--- src/rtl/conv_pkg.sv ---
// Shared types and helpers for the streaming 2-D convolution engine.
package conv_pkg;

    typedef enum logic [1:0] {
        IDLE,
        RUN,
        FLUSH
    } state_e;

    // Accumulator width that holds a full K*K sum of products without overflow.
    function automatic int acc_w(input int data_w, input int coef_w, input int k);
        return data_w + coef_w + 1 + $clog2(k * k);
    endfunction

    // Clamp a sign-extended value into the signed range of an out_w-bit result.
    function automatic logic signed [63:0] saturate(input logic signed [63:0] v,
                                                    input int               out_w);
        logic signed [63:0] hi;
        logic signed [63:0] lo;
        hi = (64'sd1 <<< (out_w - 1)) - 64'sd1;
        lo = -(64'sd1 <<< (out_w - 1));
        if (v > hi)      return hi;
        else if (v < lo) return lo;
        else             return v;
    endfunction

endpackage

--- src/rtl/conv_line_buffer.sv ---
// K-1 row delay lines plus the K x K window register; advances one pixel per enable.
module conv_line_buffer #(
    parameter int IMG_W  = 128,
    parameter int K      = 3,
    parameter int DATA_W = 8
) (
    input  logic                          clk,
    input  logic                          en_i,
    input  logic [DATA_W-1:0]             pix_i,
    output logic [K*K-1:0][DATA_W-1:0]    win_o
);

    logic [DATA_W-1:0]          line_q [K-1][IMG_W];
    logic [DATA_W-1:0]          tap    [K];
    logic [K*K-1:0][DATA_W-1:0] win_q;

    // tap[j] is the pixel in the same column j rows above the incoming one.
    always_comb begin
        tap[0] = pix_i;
        for (int j = 1; j < K; j++) tap[j] = line_q[j-1][IMG_W-1];
    end

    // NOTE: storage has no reset; window validity comes from the counters in the top.
    always_ff @(posedge clk) begin
        if (en_i) begin
            for (int j = 0; j < K - 1; j++) begin
                line_q[j][0] <= tap[j];
                for (int i = 1; i < IMG_W; i++) line_q[j][i] <= line_q[j][i-1];
            end
            for (int r = 0; r < K; r++) begin
                for (int c = 0; c < K - 1; c++) win_q[r*K + c] <= win_q[r*K + c + 1];
                win_q[r*K + K - 1] <= tap[K-1-r];
            end
        end
    end

    assign win_o = win_q;

endmodule

--- src/rtl/conv2d_stream.sv ---
// Streaming K x K convolution: counters, FSM, coefficient file and a 3-stage MAC pipeline.
module conv2d_stream
    import conv_pkg::*;
#(
    parameter int IMG_W  = 128,
    parameter int IMG_H  = 128,
    parameter int K      = 3,
    parameter int DATA_W = 8,
    parameter int COEF_W = 8,
    parameter int OUT_W  = 16
) (
    input  logic                                         clk,
    input  logic                                         rst,
    input  logic                                         coef_we,
    input  logic [$clog2(K*K)-1:0]                       coef_addr,
    input  logic signed [COEF_W-1:0]                     coef_data,
    input  logic [$clog2(acc_w(DATA_W, COEF_W, K))-1:0]  shift,
    input  logic                                         in_valid,
    output logic                                         in_ready,
    input  logic [DATA_W-1:0]                            in_data,
    output logic                                         out_valid,
    input  logic                                         out_ready,
    output logic signed [OUT_W-1:0]                      out_data,
    output logic                                         out_sat,
    output logic                                         out_last,
    output logic                                         frame_done,
    output logic                                         busy
);

    localparam int NTAP   = K * K;
    localparam int ACC_W  = acc_w(DATA_W, COEF_W, K);
    localparam int PROD_W = DATA_W + COEF_W + 1;
    localparam int SH_W   = $clog2(ACC_W);
    localparam int COL_W  = $clog2(IMG_W);
    localparam int ROW_W  = $clog2(IMG_H);

    state_e                       state_q, state_d;
    logic [COL_W-1:0]             col_q;
    logic [ROW_W-1:0]             row_q;
    logic [SH_W-1:0]              shift_q;
    logic signed [COEF_W-1:0]     coef_q [NTAP];
    logic [NTAP-1:0][DATA_W-1:0]  win;
    logic signed [PROD_W-1:0]     prod_q [NTAP];
    logic                         v1_q, last1_q, v2_q, last2_q;
    logic                         out_valid_q, out_sat_q, out_last_q, frame_done_q;
    logic signed [OUT_W-1:0]      out_data_q;
    logic signed [ACC_W-1:0]      acc, acc_sh;
    logic signed [63:0]           clamped;
    logic                         stall, accept, last_pix, win_ok, out_hs;

    assign stall    = out_valid_q && !out_ready;
    assign in_ready = !rst && (state_q != FLUSH) && !stall;
    assign accept   = in_valid && in_ready;
    assign out_hs   = out_valid_q && out_ready;
    assign last_pix = (row_q == ROW_W'(IMG_H - 1)) && (col_q == COL_W'(IMG_W - 1));
    assign win_ok   = (row_q >= ROW_W'(K - 1)) && (col_q >= COL_W'(K - 1));

    always_ff @(posedge clk) begin
        if (rst) state_q <= IDLE;
        else     state_q <= state_d;
    end

    // NOTE: default first so every path assigns state_d and no latch is inferred.
    always_comb begin
        state_d = state_q;
        case (state_q)
            IDLE:    if (accept) state_d = RUN;
            RUN:     if (accept && last_pix) state_d = FLUSH;
            FLUSH:   if (out_hs && out_last_q) state_d = IDLE;
            default: state_d = IDLE;
        endcase
    end

    // NOTE: sequential state always uses non-blocking assignments.
    always_ff @(posedge clk) begin
        if (rst) begin
            col_q <= '0;
            row_q <= '0;
        end else if (accept) begin
            if (col_q == COL_W'(IMG_W - 1)) begin
                col_q <= '0;
                row_q <= last_pix ? '0 : row_q + ROW_W'(1);
            end else begin
                col_q <= col_q + COL_W'(1);
            end
        end
    end

    always_ff @(posedge clk) begin
        if (rst)                            shift_q <= '0;
        else if (state_q == IDLE && accept) shift_q <= shift;
    end

    // Writes only land in IDLE, so a running frame sees a frozen coefficient set.
    always_ff @(posedge clk) begin
        if (rst) begin
            for (int i = 0; i < NTAP; i++) coef_q[i] <= '0;
        end else if (coef_we && state_q == IDLE && int'(coef_addr) < NTAP) begin
            coef_q[coef_addr] <= coef_data;
        end
    end

    conv_line_buffer #(
        .IMG_W  (IMG_W),
        .K      (K),
        .DATA_W (DATA_W)
    ) u_line_buffer (
        .clk   (clk),
        .en_i  (accept),
        .pix_i (in_data),
        .win_o (win)
    );

    always_ff @(posedge clk) begin
        if (!stall && v1_q) begin
            for (int i = 0; i < NTAP; i++)
                prod_q[i] <= PROD_W'($signed({1'b0, win[i]})) * PROD_W'(coef_q[i]);
        end
    end

    // NOTE: blocking assignments here build a combinational adder chain.
    always_comb begin
        acc = '0;
        for (int i = 0; i < NTAP; i++) acc = acc + ACC_W'(prod_q[i]);
        acc_sh  = acc >>> shift_q;
        clamped = saturate(64'(acc_sh), OUT_W);
    end

    always_ff @(posedge clk) begin
        if (rst) begin
            v1_q        <= 1'b0;
            last1_q     <= 1'b0;
            v2_q        <= 1'b0;
            last2_q     <= 1'b0;
            out_valid_q <= 1'b0;
            out_last_q  <= 1'b0;
            out_sat_q   <= 1'b0;
            out_data_q  <= '0;
        end else if (!stall) begin
            v1_q        <= accept && win_ok;
            last1_q     <= accept && last_pix;
            v2_q        <= v1_q;
            last2_q     <= last1_q;
            out_valid_q <= v2_q;
            out_last_q  <= last2_q;
            if (v2_q) begin
                out_data_q <= clamped[OUT_W-1:0];
                out_sat_q  <= (clamped != 64'(acc_sh));
            end
        end
    end

    always_ff @(posedge clk) begin
        if (rst) frame_done_q <= 1'b0;
        else     frame_done_q <= out_hs && out_last_q;
    end

    assign out_valid  = out_valid_q;
    assign out_data   = out_data_q;
    assign out_sat    = out_sat_q;
    assign out_last   = out_last_q;
    assign frame_done = frame_done_q;
    assign busy       = (state_q != IDLE);

endmodule

--- config.mk ---
export PLATFORM = sky130hd
export DESIGN_NAME = conv2d_stream
export DESIGN_NICKNAME = d
export VERILOG_FILES = /design/src/rtl/conv_pkg.sv /design/src/rtl/conv_line_buffer.sv /design/src/rtl/conv2d_stream.sv
export SDC_FILE = /design/constraint.sdc
export NUM_CORES = 2
export LEC_CHECK = 0
export BUFFER_PORTS_ARGS = -buffer_cell sky130_fd_sc_hd__buf_2
export CORE_MARGIN = 1
export CORE_UTILIZATION = 50
export CTS_BUF_LIST = sky130_fd_sc_hd__clkbuf_16
export CTS_CLUSTER_SIZE = 20
export DETAILED_ROUTE_END_ITERATION = 10
export PLACE_DENSITY_LB_ADDON = 0.15
export SYNTH_ARGS = -nofsm -noshare
export SYNTH_HDL_FRONTEND = slang
export SYNTH_SLANG_ARGS = --single-unit
--- constraint.sdc ---
create_clock -name clk -period 112.6 [get_ports clk]
set_clock_uncertainty 0.15 [all_clocks]
set_input_delay 16.89 -clock clk [delete_from_list [all_inputs] [get_ports clk]]
set_output_delay 16.89 -clock clk [all_outputs]
set_load 0.03 [all_outputs]
==> reports/metrics.yaml <==
min_path:
  worstHoldPathType: "reg2reg"
  holdPathEnd: "u_line_buffer.line_q[0][216]$_DFFE_PP_"
  worstHoldPathCells: 0
  hp-start: "u_line_buffer.line_q[0][224]$_DFFE_PP_"
floorplanning:
  ios: 52
  core-area_um2: 190000
  die_area_um2: 193000
  chipHeight_um: 440
  start_util_pct: 50.4
  dieWidth_um: 440
  num_rows: 160
routing:
  wirelength_um: 160000
  dr.pass1.iters: 8
  vias_per_cell: 5.03
  antenna_left: 0
  wl_per_cell_um: 19.1
  vias: 42300
  drc: 0
  drt_iter0_drc: 3100
power_and_ir_drop:
  power.net_switching_w: 0.000390
  p_int_w: 0.00145
  swShare_pct: 21.2
  max-vdd-ir-drop_mv: 0.0138
  power_frac_comb_pct: 5.1
  power_density_nw_per_um2: 17.2
  power_frac_clock_pct: 40.0
  seqPwrFrac_pct: 54.9
  p_leak_nw: 39.9
clock_network:
  hold_buffers: 0
  path_clk_slew_ns: 0.06
  postCtsSetupBuffers: 0
  numCtsBuffers: 223
  ctsResizeCount: 0
  clkLatencyLatePin_ns: 0.86
  root_buffer: "clkbuf_16"
  tritoncts: "built"
  cts_buffer_depth: 3
  htree_levels: 4
  clock_sinks: 2342
synth:
  synth_flop_cell: "edfxtp_1"
  synth_cells: 5435
  ys_warn_count: 0
  syn_area_um2: 95800
  synth_top_area_share_pct: 72.0
  synth_edf_count: 2297
  ys_ff_latch: 2342
  yosysSeqAreaShare_pct: 73.0
  synth_area_leader_cell: "edfxtp_1"
  syn_area_per_cell_um2: 17.6
  synth-async-reset-ratio_pct: 0
  synthesis.nets: 6333
  synth_cell_types: 86
  synth_area_leaders: "edfxtp_1 72%, fa_1 9.5%, ha_1 5.4%"
finish:
  layout.cells.most_common: "edfxtp_1"
  synthToLayoutAreaGrowth_pct: 11.2
  postLayoutCoreUtil_pct: 56.0
  drive_gt1_share_pct: 7.80
  fillers: 14700
  final_area_um2: 107000
  fin_nets: 6599
  final_cell_mix: "2,297 x edfxtp_1, 695 x inv_1, 455 x fa_1"
global_routing:
  grt_pass1_wl_um: 253000
  grt_pass1_vias: 43500
  antenna_found_initial: 4
  grt-ovfl-total: 0
  grt.total_usage_pct: 17.2
  grt_max_degree: 199
placed_design:
  postPlaceCellArea_um2: 99200
  gp_congestion: 0.847
  dp_hpwl_um: 104000
  io_buffers: 51
  preCtsSetupSlack_ns: 77.87
worst_setup_path:
  r2r_start: "out_valid$_SDFFE_PP0N_"
  required_ns: 95.56
  start_kind: "primary input"
  crit_type: "in2out"
  worst_setup_path_end_kind: "primary output"
  arrival_ns: 17.70
  reg2reg_to: "u_line_buffer.line_q[1][999]$_DFFE_PP_"
  crit_fanout: 7
  r2r_cells: 10
  reg2reg_slack_ns: 104.70
sta:
  holdWs_ns: 0.198
  timing.final.hold_violations: 0
  fmax_mhz: 28.8
  max_slew.worst_pin.slew_ns: 1.07
  worst_slack_ns: 77.86
  finalMaxSlewViolations: 0
  grt_setup_unrepaired: "false"
  relSlewSlack_pct: 28.6
  finalSetupViolCount: 0
  finalCritPeriodShare_pct: 30.9
  layout_min_cycle_time_ns: 34.74
  finalSetupTns_ns: 0
status:
  status: "finished, final reports clean"
flow_run:
  maxCapViolCount: 0
## cell usage after synthesis (all sizes together), types with 9 or more instances
master	count
nor3	25
a211oi	17
ha	413
o22ai	12
dfxtp	45
nand2	312
xor2	35
edfxtp	2297
o311ai	9
buf	19
nand3	22
clkbuf	22
o21ai	93
or2	12
o211ai	12
a21boi	28
nor2b	11
a21o	23
nand4	17
fa	455
xnor2	85
mux2i	9
and2	373
nor2	153
nand2b	86
inv	658
a21oi	108
## worst max-delay path by stage
stage | startpoint | to | slack [ns] | cells after the start
2_1_floorplan | out_ready | col_q[1]$_SDFFE_PP0P_ | 33.69 | 7
3_3_place_gp | out_ready | in_ready | 77.85 | 4
3_5_place_dp | out_ready | in_ready | 77.87 | 4
4_1_cts | out_ready | in_ready | 77.87 | 4
5_1_grt | out_ready | in_ready | 77.77 | 4
6_report | out_ready | in_ready | 77.86 | 4
## sequential cells by signal, summed over array words and instances (netlist names), 2 cells and up
signal and cells:
prod_q 153, out_data 16, row_q 7, shift_q 5
state_q 2, u_line_buffer.win_o 66, col_q 7, coef_q 72
u_line_buffer.line_q 2006
## cell type report
class                           instances  area [um2]  area share, %
Sequential cell                      2342       69900           65.6
Multi-Input combinational cell       2391       23100           21.7
Clock buffer                          226        5660           5.31
Tap cell                             2511        3140           2.95
Inverter                              660        2480           2.33
Clock inverter                        192        1650           1.55
Timing Repair Buffer                   83         546          0.512
Antenna cell                            2        5.00        0.00470
## layer usage
metal	global-route usage, %	wire (um)	vias up
li1	-	-	19800
met1	25.1	76200	21600
met2	26.6	73800	731
met3	2.54	6100	215
met4	5.75	4200	0
met5	0	0	-
## critical path, cell delays in order
cell	delay (ns)
buf_2	0.11
nor2b_1	0.37
nor3_1	0.12
buf_2	0.20
## per-stage QoR
stage	power, W	instances
floorplan	0.00117	5435
global placement	0.00112	7987
detailed placement	0.00112	7987
CTS	0.00186	8405
global route	0.00191	8407
finish	0.00183	8407
## logic make-up (layout without fill, tap and decap cells)
| family | after synthesis | count (layout) | share of synthesized area [%] |
|---|---|---|---|
| other | 0 | 2 | 0 |
| AO/OA/AOI/OAI | 350 | 350 | 2.33 |
| flip-flops | 2342 | 2342 | 73.0 |
| XOR/XNOR | 120 | 120 | 1.12 |
| buffers and inverters | 702 | 1161 | 2.89 |
| AND/OR/NAND/NOR | 1038 | 1038 | 5.57 |
| adder cells (fa/ha/maj) | 868 | 868 | 14.9 |
| multiplexers | 15 | 15 | 0.235 |
## power groups by stage
stage	clock network (W)	registers, W	logic, W
2_1_floorplan	0	0.00111	0.0000675
3_3_place_gp	0	0.00103	0.0000945
3_5_place_dp	0	0.00103	0.0000952
4_1_cts	0.000758	0.00101	0.0000962
5_1_grt	0.000790	0.00101	0.000108
6_report	0.000734	0.00101	0.0000936
Note: power is estimated with default switching activity, not from simulation.
